$ cat src/rtl/vga_pkg.sv
// Shared definitions for the raster timing path.
//   coord_t          : 11-bit pixel/line coordinate (totals must fit in 2048)
//   SXGA_* / VGA_*   : porch/sync tables for 1280x1024@60 and 640x480@60
//   timing_total()   : sum of the four segments of one axis
package vga_pkg;

    localparam int COORD_W = 11;
    typedef logic [COORD_W-1:0] coord_t;

    // 1280x1024@60, 108 MHz pixel clock
    localparam int SXGA_H_ACTIVE = 1280;
    localparam int SXGA_H_FP     = 48;
    localparam int SXGA_H_SYNC   = 112;
    localparam int SXGA_H_BP     = 248;
    localparam int SXGA_V_ACTIVE = 1024;
    localparam int SXGA_V_FP     = 1;
    localparam int SXGA_V_SYNC   = 3;
    localparam int SXGA_V_BP     = 38;

    // 640x480@60, 25.175 MHz pixel clock
    localparam int VGA_H_ACTIVE  = 640;
    localparam int VGA_H_FP      = 16;
    localparam int VGA_H_SYNC    = 96;
    localparam int VGA_H_BP      = 48;
    localparam int VGA_V_ACTIVE  = 480;
    localparam int VGA_V_FP      = 10;
    localparam int VGA_V_SYNC    = 2;
    localparam int VGA_V_BP      = 33;

    function automatic int timing_total(input int active, input int fp,
                                        input int sync, input int bp);
        return active + fp + sync + bp;
    endfunction

endpackage

$ cat src/rtl/pix_clk_en.sv
// Pixel-rate enable from the system clock.
//   clk_i     : system clock
//   rst_ni    : asynchronous active-low reset
//   pix_en_o  : high for one clk out of every CLK_DIV (constantly high when
//               CLK_DIV == 1), low while reset is asserted
module pix_clk_en #(
    parameter int CLK_DIV = 4
) (
    input  logic clk_i,
    input  logic rst_ni,
    output logic pix_en_o
);

    localparam int DW = (CLK_DIV > 1) ? $clog2(CLK_DIV) : 1;
    localparam logic [DW-1:0] LAST = DW'(CLK_DIV - 1);

    logic [DW-1:0] div_cnt_q;
    logic [DW-1:0] div_cnt_d;

    always_comb begin
        div_cnt_d = (div_cnt_q == LAST) ? '0 : div_cnt_q + DW'(1);
    end

    always_ff @(posedge clk_i or negedge rst_ni) begin
        if (!rst_ni) begin
            div_cnt_q <= '0;
        end else begin
            div_cnt_q <= div_cnt_d;
        end
    end

    // With CLK_DIV == 1 the counter is stuck at LAST, so the reset term is
    // what keeps the strobe low during reset; for larger dividers it is
    // redundant (the counter reads 0 in reset).
    assign pix_en_o = rst_ni & (div_cnt_q == LAST);

endmodule

$ cat src/rtl/vga_timing_gen.sv
// Raster timing source for the Life display path.
//   clk, rst_n   : system clock, asynchronous active-low reset
//   x, y         : current column/line, combinational from the counters,
//                  feed the combinational cell renderer
//   rgb_in       : renderer colour for the current x/y
//   rgb_out      : colour registered one pixel after x/y, blanked outside
//                  the visible area
//   hsync, vsync : sync levels registered alongside rgb_out
//   pix_en       : one-clk pixel strobe
//   frame_start  : one-clk strobe in the first clk the counters read (0,0)
//
// Strobe semantics: pix_en and frame_start are single-clk pulses with no
// back-pressure; a consumer that misses the cycle misses the event. Every
// pixel-rate register (counters and the output stage) only moves on a clk
// edge where pix_en is high.
module vga_timing_gen
    import vga_pkg::*;
#(
    parameter int   CLK_DIV  = 4,
    parameter int   H_ACTIVE = SXGA_H_ACTIVE,
    parameter int   H_FP     = SXGA_H_FP,
    parameter int   H_SYNC   = SXGA_H_SYNC,
    parameter int   H_BP     = SXGA_H_BP,
    parameter int   V_ACTIVE = SXGA_V_ACTIVE,
    parameter int   V_FP     = SXGA_V_FP,
    parameter int   V_SYNC   = SXGA_V_SYNC,
    parameter int   V_BP     = SXGA_V_BP,
    parameter logic H_POL    = 1'b1,
    parameter logic V_POL    = 1'b1
) (
    input  logic        clk,
    input  logic        rst_n,
    output logic [10:0] x,
    output logic [10:0] y,
    input  logic [11:0] rgb_in,
    output logic [11:0] rgb_out,
    output logic        hsync,
    output logic        vsync,
    output logic        pix_en,
    output logic        frame_start
);

    // Both totals must be <= 2048 so the counters fit coord_t.
    localparam int H_TOTAL = timing_total(H_ACTIVE, H_FP, H_SYNC, H_BP);
    localparam int V_TOTAL = timing_total(V_ACTIVE, V_FP, V_SYNC, V_BP);

    localparam coord_t H_LAST     = coord_t'(H_TOTAL - 1);
    localparam coord_t V_LAST     = coord_t'(V_TOTAL - 1);
    localparam coord_t H_VIS      = coord_t'(H_ACTIVE);
    localparam coord_t V_VIS      = coord_t'(V_ACTIVE);
    localparam coord_t HS_FIRST   = coord_t'(H_ACTIVE + H_FP);
    localparam coord_t HS_LAST    = coord_t'(H_ACTIVE + H_FP + H_SYNC - 1);
    localparam coord_t VS_FIRST   = coord_t'(V_ACTIVE + V_FP);
    localparam coord_t VS_LAST    = coord_t'(V_ACTIVE + V_FP + V_SYNC - 1);

    logic        pix_en_w;
    coord_t      h_cnt_q, h_cnt_d;
    coord_t      v_cnt_q, v_cnt_d;
    logic [11:0] rgb_q, rgb_d;
    logic        hsync_q, hsync_d;
    logic        vsync_q, vsync_d;
    logic        frame_start_q, frame_start_d;
    logic        active;
    logic        hs_win;
    logic        vs_win;
    logic        frame_end;

    pix_clk_en #(
        .CLK_DIV (CLK_DIV)
    ) u_pix_clk_en (
        .clk_i    (clk),
        .rst_ni   (rst_n),
        .pix_en_o (pix_en_w)
    );

    // Raster counters: v advances on the same pix_en edge that wraps h.
    always_comb begin
        h_cnt_d = h_cnt_q;
        v_cnt_d = v_cnt_q;
        if (pix_en_w) begin
            if (h_cnt_q == H_LAST) begin
                h_cnt_d = '0;
                v_cnt_d = (v_cnt_q == V_LAST) ? '0 : v_cnt_q + coord_t'(1);
            end else begin
                h_cnt_d = h_cnt_q + coord_t'(1);
            end
        end
    end

    // Decode of the current position. The vertical window looks at v_cnt
    // only, so vsync switches at the start of a line, not at hsync.
    always_comb begin
        active    = (h_cnt_q < H_VIS) && (v_cnt_q < V_VIS);
        hs_win    = (h_cnt_q >= HS_FIRST) && (h_cnt_q <= HS_LAST);
        vs_win    = (v_cnt_q >= VS_FIRST) && (v_cnt_q <= VS_LAST);
        frame_end = (h_cnt_q == H_LAST) && (v_cnt_q == V_LAST);

        rgb_d         = active ? rgb_in : 12'h000;
        hsync_d       = hs_win ? H_POL : ~H_POL;
        vsync_d       = vs_win ? V_POL : ~V_POL;
        frame_start_d = pix_en_w && frame_end;
    end

    always_ff @(posedge clk or negedge rst_n) begin
        if (!rst_n) begin
            h_cnt_q       <= '0;
            v_cnt_q       <= '0;
            rgb_q         <= 12'h000;
            hsync_q       <= ~H_POL;
            vsync_q       <= ~V_POL;
            frame_start_q <= 1'b0;
        end else begin
            h_cnt_q       <= h_cnt_d;
            v_cnt_q       <= v_cnt_d;
            // frame_start is clocked every clk so it drops after one clk
            // even when pix_en is held high.
            frame_start_q <= frame_start_d;
            if (pix_en_w) begin
                rgb_q   <= rgb_d;
                hsync_q <= hsync_d;
                vsync_q <= vsync_d;
            end
        end
    end

    assign x           = h_cnt_q;
    assign y           = v_cnt_q;
    assign rgb_out     = rgb_q;
    assign hsync       = hsync_q;
    assign vsync       = vsync_q;
    assign pix_en      = pix_en_w;
    assign frame_start = frame_start_q;

endmodule

$ cat config.mk
export PLATFORM = sky130hd
export DESIGN_NAME = vga_timing_gen
export DESIGN_NICKNAME = d
export VERILOG_FILES = /design/src/rtl/vga_pkg.sv /design/src/rtl/pix_clk_en.sv /design/src/rtl/vga_timing_gen.sv
export SDC_FILE = /design/constraint.sdc
export NUM_CORES = 1
export LEC_CHECK = 0
export CAP_MARGIN = 20
export CELL_PAD_IN_SITES_DETAIL_PLACEMENT = 0
export CELL_PAD_IN_SITES_GLOBAL_PLACEMENT = 1
export CORE_UTILIZATION = 36
export DETAILED_ROUTE_END_ITERATION = 6
export PLACE_DENSITY_LB_ADDON = 0.1
export SYNTH_ARGS = -nofsm -noshare
export SYNTH_HDL_FRONTEND = slang
export SYNTH_HIERARCHICAL = 1
export SYNTH_SLANG_ARGS = --single-unit
$ cat constraint.sdc
create_clock -name clk -period 2.3 [get_ports clk]
set_input_delay 0.46 -clock clk [delete_from_list [all_inputs] [get_ports clk]]
set_output_delay 0.46 -clock clk [all_outputs]
set_load 0.05 [all_outputs]
# After elaboration in Yosys (flattened, before gate mapping)
# Index checks and enable logic that the tools add are counted.
[totals]
in_bits = 14
romBits = 0
mem_bits_rw = 0
n_memories = 0
latchBits = 0
ff_bits = 39
output_inout_bits = 38
[classes]
n_div = 0
n_mul = 0
reduce_logical = 6
muxes = 6
order_cmp = 6
bitwise = 1
n_shift = 0
eq_ne = 3
addsub = 3
[op_table]
columns = ["cell", "count"]
rows = [
  ["adder 11 x 1 -> 11 bit (second input constant)", 2],
  ["== test 11 bit (second input constant)", 2],
  ["greater-or-equal comparator 11 bit (second input constant)", 2],
  ["<= comparator 11 bit (second input constant)", 2],
  ["< comparator 11 bit (second input constant)", 2],
  ["2-to-1 mux 11 bit", 2],
  ["2-to-1 mux 12 bit", 1],
  ["logical AND 1 bit", 5],
  ["adder 2 x 1 -> 2 bit (second input constant)", 1],
  ["== test 2 bit (second input constant)", 1],
  ["2-to-1 mux 1 bit", 2],
  ["2-to-1 mux 2 bit", 1],
  ["AND reduction 2 bit", 1],
  ["bitwise AND 1 bit", 1],
]

# Depth between registers and ports, before layout
# Gate-level depths: netlist (run 1).
[depth]
ltp_word = 3
mapped_depth = 7

# Hierarchy
# Netlist (run 1), hierarchy kept.
[by_module_without_submodules]
columns = ["module", "n_inst", "seq_area_each_um2", "area_per_inst_um2", "cells_each"]
rows = [
  ["vga_timing_gen", 1, 925.9, 1786.7, 183],
  ["pix_clk_en", 1, 50.0, 72.6, 5],
]

# Worst setup path after synthesis (run 1)
# OpenSTA, ideal clock, no wires.
[synth_path]
path_type = "register to register"
from = "reg u_pix_clk_en.div_cnt_q[0]"
to = "reg h_cnt_q[10] (netlist: x[10])"
n_path_buf = 1
path_stages_with_launch = 8
slack_ns = 0.204
arrival_time_ns = 1.948
cell_sequence = "dfrtp_1 -> ha_1 -> and2_1 -> buf_2 -> nand2_1 -> or4_1 -> nand3_1 -> o21ai_0"
[synth_via]
elab_chain_len = 2
[synth_rtl]
columns = ["element", "line_no", "rtl"]
rows = [
  ["start: declaration", "pix_clk_en.sv:17", "logic [DW-1:0] div_cnt_q;"],
  ["start signal: assignment", "pix_clk_en.sv:28", "div_cnt_q <= div_cnt_d;"],
  ["== test 2 bit", "pix_clk_en.sv:35", "assign pix_en_o = rst_ni & (div_cnt_q == LAST);"],
  ["bitwise AND 1 bit", "pix_clk_en.sv:35", ""],
  ["net pix_en", "vga_timing_gen.sv:39", "output logic pix_en,"],
  ["end signal: assignment", "vga_timing_gen.sv:113", "h_cnt_q <= h_cnt_d;"],
  ["end: declaration", "vga_timing_gen.sv:57", "coord_t h_cnt_q, h_cnt_d;"],
]
# The timed path passes the listed nets, and every way through them passes these cells.
# A chain may end at the register's enable or synchronous reset.

# Worst setup path in the final report (run 1)
[layout_path]
from = "reg h_cnt_q[4] (netlist: x[4])"
to = "out x[4]"
[layout_lines]
columns = ["element", "line_no", "rtl"]
rows = [
  ["end: declaration", "vga_timing_gen.sv:33", "output logic [10:0] x,"],
]
# No word-level cell between the ends.

==> impl_metrics.yaml, run 1 <==
sta:
  period_needed_ns: 2.13
  finalSetupViolCount: 0
  slew_viol_final: 0
  final_hold_viol_count: 0
  fmax_mhz: 469
  fin_skew_ns: 0.00835
  holdWs_ns: 0.237
  tightestPinTransition_ns: 0.513
  setup_tns_ns: 0
  rsz0062_at_grt: "no"
  period_share: 0.926
  slew_headroom: 0.657
power:
  pwr-share-comb: 0.155
  vdd_drop_max_v: 0.000278
  p_seq_frac: 0.505
  leakagePower_nw: 1.05
  swShare: 0.287
  clockPowerShare: 0.340
  intPower_mw: 1.07
  p_sw_mw: 0.433
  powerDensity_nw_per_um2: 589
grt:
  grt_pass1_wl_um: 7040
  gr-total-overflow: 0
  grtUsageTotal: 0.169
  grt_max_degree: 40
  antenna_found_initial: 0
  grt_pass1_vias: 1504
layout:
  fillers: 456
  nets: 261
  drive_above_1_share: 0.0820
  area_growth_pct: 37.5
  diodes: 0
place:
  port_buffers: 51
  dp_hpwl_um: 2970
  place_congestion: 0.837
clock_network:
  post_cts_buffers: 0
  cts_buffers: 5
  clk_latency_ns: 0.29
  hold_buffers: 0
  clk_pin_slew_ns: 0.08
  clock_sinks: 39
  clock_path_buffers: 2
  cts.htree.levels: 2
  cts_resized: 0
  clockRootBuffer: "clkbuf_8"
  cts_tree: "yes"
critical_path:
  cp_max_fo: 9
  slowest_stage: "clkdlybuf4s50_1"
  cpPeakStageDelay_ns: 0.87
  cp.required_ns: 1.84
  worst-path-buf-inv: 1
  cp-start-kind: "flip-flop"
  critical_path_arrival_ns: 1.67
  cp_top_family: "buffers and inverters"
  timing.rr.start: "u_pix_clk_en/div_cnt_q[0]"
  crit_path_cell_trace: "clkdlybuf4s50_1"
  crit_start: "x[4]"
  criticalPathCategory: "reg -> out"
  crit_path_end_kind: "output port"
floorplanning:
  std_cell_rows: 25
  die_w_um: 73.9
  start_util: 0.383
  die_y_um: 73.9
  dieArea_sq_um: 5460
  core-area_sq_um: 4850
  ios: 52
yosys:
  ys_types: 37
  synth_warnings: 6
  avgSynthCellArea_sq_um: 9.89
  synth-seq-cells: 39
  synth.cell_area_sq_um: 1860
  syn_nets: 206
  seq_area_frac_synth: 0.525
  synthCells: 188
route:
  wl_um: 4200
  drt-initial-drc-count: 62
  vias: 1582
  final_antenna_net_count: 0
  drc: 0
  drt-pass1-iter-count: 4
  viasPerCell: 5.09
  wl_per_cell_um: 13.5
run_status:
  status: "complete, no violations"
run:
  cap_viol_max_count: 0
hold_path:
  min_path_type: "in -> async"
[cells by family (layout without fill, tap and decap cells)]
group	count (synthesis)	in the layout	share of synthesized area
AO/OA/AOI/OAI	33	33	0.100
XOR/XNOR	11	11	0.0518
adder cells (fa/ha/maj)	4	4	0.0269
buffers and inverters	24	80	0.0518
flip-flops	39	39	0.525
multiplexers	3	3	0.0168
AND/OR/NAND/NOR	74	74	0.227
[metrics by stage]
step | util | total power, mW | setup WS [ns] | instance area (sq um) | instances
floorplan | - | 0.899 | 0.204 | 1860 | 188
global placement | 0.506 | 1.00 | 0.400 | 2450 | 303
detailed placement | 0.506 | 1.01 | 0.361 | 2450 | 303
CTS | 0.527 | 1.52 | 0.170 | 2560 | 311
global route | 0.527 | 1.57 | 0.100 | 2560 | 311
finish | 0.527 | 1.51 | 0.170 | 2560 | 311
[flip-flops by register name, indices dropped and copies added, names as in the netlist]
| name | cells |
|---|---|
| rgb_out | 12 |
| vsync | 1 |
| x | 11 |
| frame_start | 1 |
| hsync | 1 |
| y | 11 |
| u_pix_clk_en/div_cnt_q | 2 |
[final cells by class]
| cell class | count | area, sq um | area share |
|---|---|---|---|
| clock inverter | 1 | 7.51 | 0.00294 |
| tap | 67 | 83.8 | 0.0328 |
| inverter | 18 | 67.6 | 0.0264 |
| sequential | 39 | 976 | 0.382 |
| multi-input combinational | 125 | 787 | 0.308 |
| timing repair buffer | 54 | 538 | 0.210 |
| clock buffer | 7 | 96.3 | 0.0377 |
[path summary, 6_finish.rpt]
path | cells after the start | slack (ns) | endpoint
max | 1 | 0.17 | x[4]
min | 2 | 0.24 | rgb_out[11]
min reg2reg | 1 | 0.42 | u_pix_clk_en/div_cnt_q[0]
max reg2reg | 6 | 0.41 | x[10]
max in group asynchronous | 2 | 1.72 | y[5]
min in group clk | 1 | 0.42 | u_pix_clk_en/div_cnt_q[0]
[cell usage in the layout (no fill, tap or decap), types with 3 or more instances in the layout]
cell | Yosys | final
clkdlybuf4s50_1 | 0 | 49
dfrtp_1 | 39 | 39
nand2_1 | 23 | 23
o21ai_0 | 20 | 20
inv_1 | 18 | 18
nand3_1 | 9 | 9
nor2_1 | 8 | 8
nand4_1 | 7 | 7
xnor2_1 | 7 | 7
clkbuf_8 | 0 | 7
nor3_1 | 6 | 6
a21oi_1 | 5 | 5
and3_1 | 4 | 4
xor2_1 | 4 | 4
ha_1 | 4 | 4
and4_1 | 3 | 3
nor4_1 | 3 | 3
buf_4 | 1 | 3
[Yosys cell counts]
cell type   n  area, sq um
nand4_1     7         43.8
and4_1      3         26.3
nand3_1     9         45.0
a21o_1      1         7.51
nand4b_1    2         17.5
mux2i_1     2         20.0
and2_1      1         6.26
a21oi_1     5         25.0
inv_1      18         67.6
o21ai_0    20          100
clkbuf_1    3         11.3
buf_4       1         7.51
and3_2      2         15.0
ha_1        4         50.1
nor3_1      6         30.0
nand2b_1    1         6.26
dfrtp_1    39          976
or3_1       1         6.26
nor4_1      3         18.8
nor4_4      1         21.3
o21bai_1    1         7.51
nor2_1      8         30.0
o31ai_1     1         7.51
xnor2_1     7         61.3
mux2_2      1         11.3
or4_1       1         7.51
and3_1      4         25.0
o22a_1      1         8.76
xor2_1      4         35.0
a31oi_1     1         6.26
a211o_2     1         10.0
nand4_4     1         21.3
a211oi_1    1         7.51
and4bb_4    1         16.3
o22ai_1     1         6.26
nand2_1    23         86.3
buf_2       2         10.0
[per-layer routing]
layer	share of wire	GRT usage
met4	0.012	0.0641
met1	0.49	0.234
met5	0	0
met2	0.44	0.260
met3	0.057	0.0357
[power by group through the flow]
stage | sequential, mW | clock (mW) | combinational [mW]
global placement | 0.771 | 0 | 0.234
CTS | 0.759 | 0.527 | 0.235
finish | 0.760 | 0.513 | 0.233
global route | 0.766 | 0.562 | 0.245
floorplan | 0.850 | 0 | 0.0491
detailed placement | 0.773 | 0 | 0.233
Note: power is estimated with default switching activity, not from simulation.
==> run 2, diff against run 1 <==
- PLACE_DENSITY_LB_ADDON: 0.1 -> 0.25
==> run 2 against run 1 <==
  * Utilization unchanged
  * Critical path depth unchanged
  * First-iteration DRC count decreased by 23%
  * Clock-buffer cell count unchanged
  * Die area unchanged
  * Clock skew decreased by 0.0034 ns
  * Hold slack improved by 0.0059 ns
  * Sequential cell count unchanged
  * Largest power group unchanged
==> impl_metrics.yaml, run 2 (synthesized netlist as in run 1, its figures left out) <==
run_status:
  status: "complete, no violations"
hold_path:
  min_path_type: "in -> async"
clock_network:
  cts.htree.levels: 2
  clock_sinks: 39
  cts_tree: "yes"
  cts_resized: 0
  clockRootBuffer: "clkbuf_8"
  clk_latency_ns: 0.29
  post_cts_buffers: 0
  cts_buffers: 5
  clock_path_buffers: 2
  hold_buffers: 0
  clk_pin_slew_ns: 0.08
critical_path:
  crit_start: "x[7]"
  cp-start-kind: "flip-flop"
  crit_path_end_kind: "output port"
  critical_path_arrival_ns: 1.66
  cpPeakStageDelay_ns: 0.86
  cp_max_fo: 8
  worst-path-buf-inv: 1
  criticalPathCategory: "reg -> out"
  cp_top_family: "buffers and inverters"
  cp.required_ns: 1.84
  timing.rr.start: "x[0]"
  slowest_stage: "clkdlybuf4s50_1"
  crit_path_cell_trace: "clkdlybuf4s50_1"
layout:
  diodes: 0
  fillers: 458
  final_cell_mix: "49 x clkdlybuf4s50_1, 39 x dfrtp_1, 23 x nand2_1"
  drive_above_1_share: 0.0820
  fin_util: 0.527
  area_growth_pct: 37.5
  final-seq-area_sq_um: 976
  nets: 261
  layout_commonest_cell: "clkdlybuf4s50_1"
  multiInputGateArea_sq_um: 787
  largest_reg_flops: 12
grt:
  grtUsageMet1: 0.227
  grt_pass1_wl_um: 6790
  grtUsageTotal: 0.168
  gr-usage-met3: 0.0384
  antenna_found_initial: 0
  busiest_layer: "met2"
  grt_max_degree: 40
  grt_pass1_vias: 1425
  gr-total-overflow: 0
  use_met2: 0.252
sta:
  slew_headroom: 0.656
  tightestPinTransition_ns: 0.515
  fin_skew_ns: 0.00490
  slew_viol_final: 0
  period_share: 0.922
  rsz0062_at_grt: "no"
  timing.final.ws_setup_ns: 0.180
  fmax_mhz: 472
  final_hold_viol_count: 0
  finalSetupViolCount: 0
  period_needed_ns: 2.12
  setup_tns_ns: 0
floorplanning:
  die_w_um: 73.9
  dieArea_sq_um: 5460
  ios: 52
  start_util: 0.383
  die_y_um: 73.9
  std_cell_rows: 25
  core-area_sq_um: 4850
route:
  drt-initial-drc-count: 48
  vias: 1531
  final_antenna_net_count: 0
  wl_per_cell_um: 13.3
  drt-pass1-iter-count: 4
  viasPerCell: 4.92
  drc: 0
  wl_um: 4140
place:
  pre_cts_ws_ns: 0.504
  dp_hpwl_um: 2970
  place_congestion: 0.768
  port_buffers: 51
power:
  leakagePower_nw: 1.05
  vdd_drop_max_v: 0.000308
  powerDensity_nw_per_um2: 590
run:
  cap_viol_max_count: 0
run 2: final timing paths:
check | to | slack, ns | depth (start not counted)
hold / removal | x[4] | 0.24 | 2
setup / recovery | x[7] | 0.18 | 1
max in group asynchronous | y[9] | 1.70 | 2
setup reg to reg | y[2] | 0.51 | 5
min in group clk | u_pix_clk_en/div_cnt_q[0] | 0.43 | 1
hold reg to reg | u_pix_clk_en/div_cnt_q[0] | 0.43 | 1
run 2: stage by stage:
stage	hold WS (ns)	area, sq um	instances	total power [mW]
after floorplan	0.164	1860	188	0.899
after global placement	0.412	2450	303	1.01
after detailed placement	0.422	2450	303	1.01
after CTS	0.258	2560	311	1.53
after global routing	0.282	2560	311	1.57
final	0.243	2560	311	1.51
run 2: layout make-up:
type / count / share of cell area
Sequential cell: 39 / 0.382
Tap cell: 67 / 0.0328
Timing Repair Buffer: 54 / 0.210
Clock inverter: 1 / 0.00294
Clock buffer: 7 / 0.0377
Multi-Input combinational cell: 125 / 0.308
Inverter: 18 / 0.0264
run 2: layer usage:
layer | up-vias | share of wire
met2 | 41 | 0.46
met4 | 0 | 0.019
met3 | 8 | 0.050
li1 | 764 | -
met5 | - | 0
met1 | 718 | 0.47
run 2: power by group:
| group | leakage, nW | switching (mW) | internal [mW] |
|---|---|---|---|
| sequential | 0.523 | 0.0468 | 0.711 |
| combinational | 0.481 | 0.144 | 0.0888 |
| clock | 0.0505 | 0.245 | 0.273 |
==> run 3, diff against run 2 <==
- CTS_CLUSTER_DIAMETER: unset -> 30
- SETUP_SLACK_MARGIN: unset -> 0.2
==> run 3 against run 2 <==
  * Clock power barely moved
  * Routed wire length increased by 0.22%
  * Fmax up 3.7%
  * Largest power group unchanged
==> impl_metrics.yaml, run 3 (synthesized netlist as in run 1, its figures left out) <==
run_status:
  status: "complete, no violations"
clock_network:
  post_cts_buffers: 0
  clk_pin_slew_ns: 0.08
  cts.htree.levels: 2
  clock_sinks: 39
  clockRootBuffer: "clkbuf_8"
  cts_tree: "yes"
  cts_buffers: 5
  clock_path_buffers: 2
  hold_buffers: 0
  clk_latency_ns: 0.29
grt:
  grt_pass1_vias: 1427
  grtUsageTotal: 0.168
  antenna_found_initial: 0
  gr-total-overflow: 0
  grt_max_degree: 40
  grt_pass1_wl_um: 6820
layout:
  drive_above_1_share: 0.0820
  area_growth_pct: 37.9
  layout_commonest_cell: "clkdlybuf4s50_1"
  diodes: 0
  stdcell_count: 311
  largest_reg_flops: 12
  fin_util: 0.529
  final_cell_mix: "40 x clkdlybuf4s50_1, 39 x dfrtp_1, 23 x nand2_1"
  fin_area_sq_um: 2560
  nets: 261
  fillers: 455
sta:
  fmax_mhz: 489
  fin_skew_ns: 0.00520
  finalSetupViolCount: 0
  period_needed_ns: 2.04
  setup_tns_ns: 0
  timing.final.ws_setup_ns: 0.257
  final_hold_viol_count: 0
  period_share: 0.888
  holdWs_ns: 0.240
  rsz0062_at_grt: "no"
  slew_headroom: 0.656
  tightestPinTransition_ns: 0.515
  slew_viol_final: 0
critical_path:
  cp.required_ns: 1.84
  timing.rr.end: "y[2]"
  worstRegToRegCells: 5
  cp_top_family: "buffers and inverters"
  criticalPathCategory: "reg -> out"
  timing.rr.start: "x[0]"
  rrSetupSlack_ns: 0.52
  slowest_stage: "clkdlybuf4s50_1"
  cpPeakStageDelay_ns: 0.84
  crit_path_cell_trace: "clkdlybuf4s50_1"
  crit_path_end_kind: "output port"
  worst-path-buf-inv: 1
  cp_max_fo: 5
  cp-start-kind: "flip-flop"
  critical_path_arrival_ns: 1.58
floorplanning:
  std_cell_rows: 25
  start_util: 0.383
  die_y_um: 73.9
  dieArea_sq_um: 5460
  core-area_sq_um: 4850
  die_w_um: 73.9
  ios: 52
place:
  pre_cts_ws_ns: 0.504
  dp_hpwl_um: 2970
  place_congestion: 0.768
  dpl-instance-area_sq_um: 2450
  dpl.cell_count: 303
  port_buffers: 51
route:
  drc: 0
  viasPerCell: 4.90
  wl_um: 4150
  final_antenna_net_count: 0
  vias: 1525
  wl_per_cell_um: 13.3
  drt-pass1-iter-count: 4
  drt-initial-drc-count: 55
power:
  leakagePower_nw: 1.16
  power_mw: 1.51
  vdd_drop_max_v: 0.000310
  powerDensity_nw_per_um2: 588
run:
  cap_viol_max_count: 0
hold_path:
  min_path_type: "in -> async"
==> run 3: cell count changes in the layout (fill, tap and decap cells not counted) <==
cell	delta
clkdlybuf4s50_1	-9
dlymetal6s2s_1	+5
dlygate4sd2_1	+4
==> run 3: worst max path at each step <==
stage / startpoint / end / slack [ns] / depth (start not counted)
after floorplan: u_pix_clk_en/div_cnt_q[0] / x[10] / 0.20 / 7
after global placement: x[4] / x[4] / 0.51 / 1
after detailed placement: x[4] / x[4] / 0.50 / 1
after CTS: y[0] / y[0] / 0.21 / 1
after global routing: y[1] / y[1] / 0.21 / 1
final: y[10] / y[10] / 0.26 / 1
==> run 3: routing by layer <==
layer | up-vias | track usage | wire [um]
met2 | 42 | 0.253 | 1890
met3 | 8 | 0.0384 | 206
met1 | 712 | 0.228 | 1980
met4 | 0 | 0.0812 | 78
li1 | 763 | - | -
met5 | - | 0 | 0
==> run 3: area by class of cell <==
| class | count | area, sq um | share of cell area |
|---|---|---|---|
| Clock buffer | 7 | 96.3 | 0.0376 |
| Clock inverter | 1 | 7.51 | 0.00293 |
| Inverter | 18 | 67.6 | 0.0264 |
| Multi-Input combinational cell | 125 | 787 | 0.307 |
| Sequential cell | 39 | 976 | 0.381 |
| Tap cell | 67 | 83.8 | 0.0327 |
| Timing Repair Buffer | 54 | 546 | 0.213 |
==> run 3: what timing repair did <==
item                                    in CTS  in global routing
hold endpoints to repair                     0                  0
gates resized for setup                      4                  5
endpoints found under the setup margin       4                  5
==> run 3: worst reg2reg max path, delay by kind of cell (launching register included) <==
kind / cells / cell delay, ns
DFF: 1 / 0.44
adders and majority gates: 1 / 0.23
AOI/OAI and AO/OA: 1 / 0.20
and+or+nand+nor: 3 / 0.82
==> run 3: where the power goes <==
part / switching, mW / total (mW) / internal [mW]
registers: 0.0465 / 0.758 / 0.711
logic: 0.144 / 0.229 / 0.0858
clock network: 0.247 / 0.520 / 0.273
total: 0.437 / 1.51 / 1.07
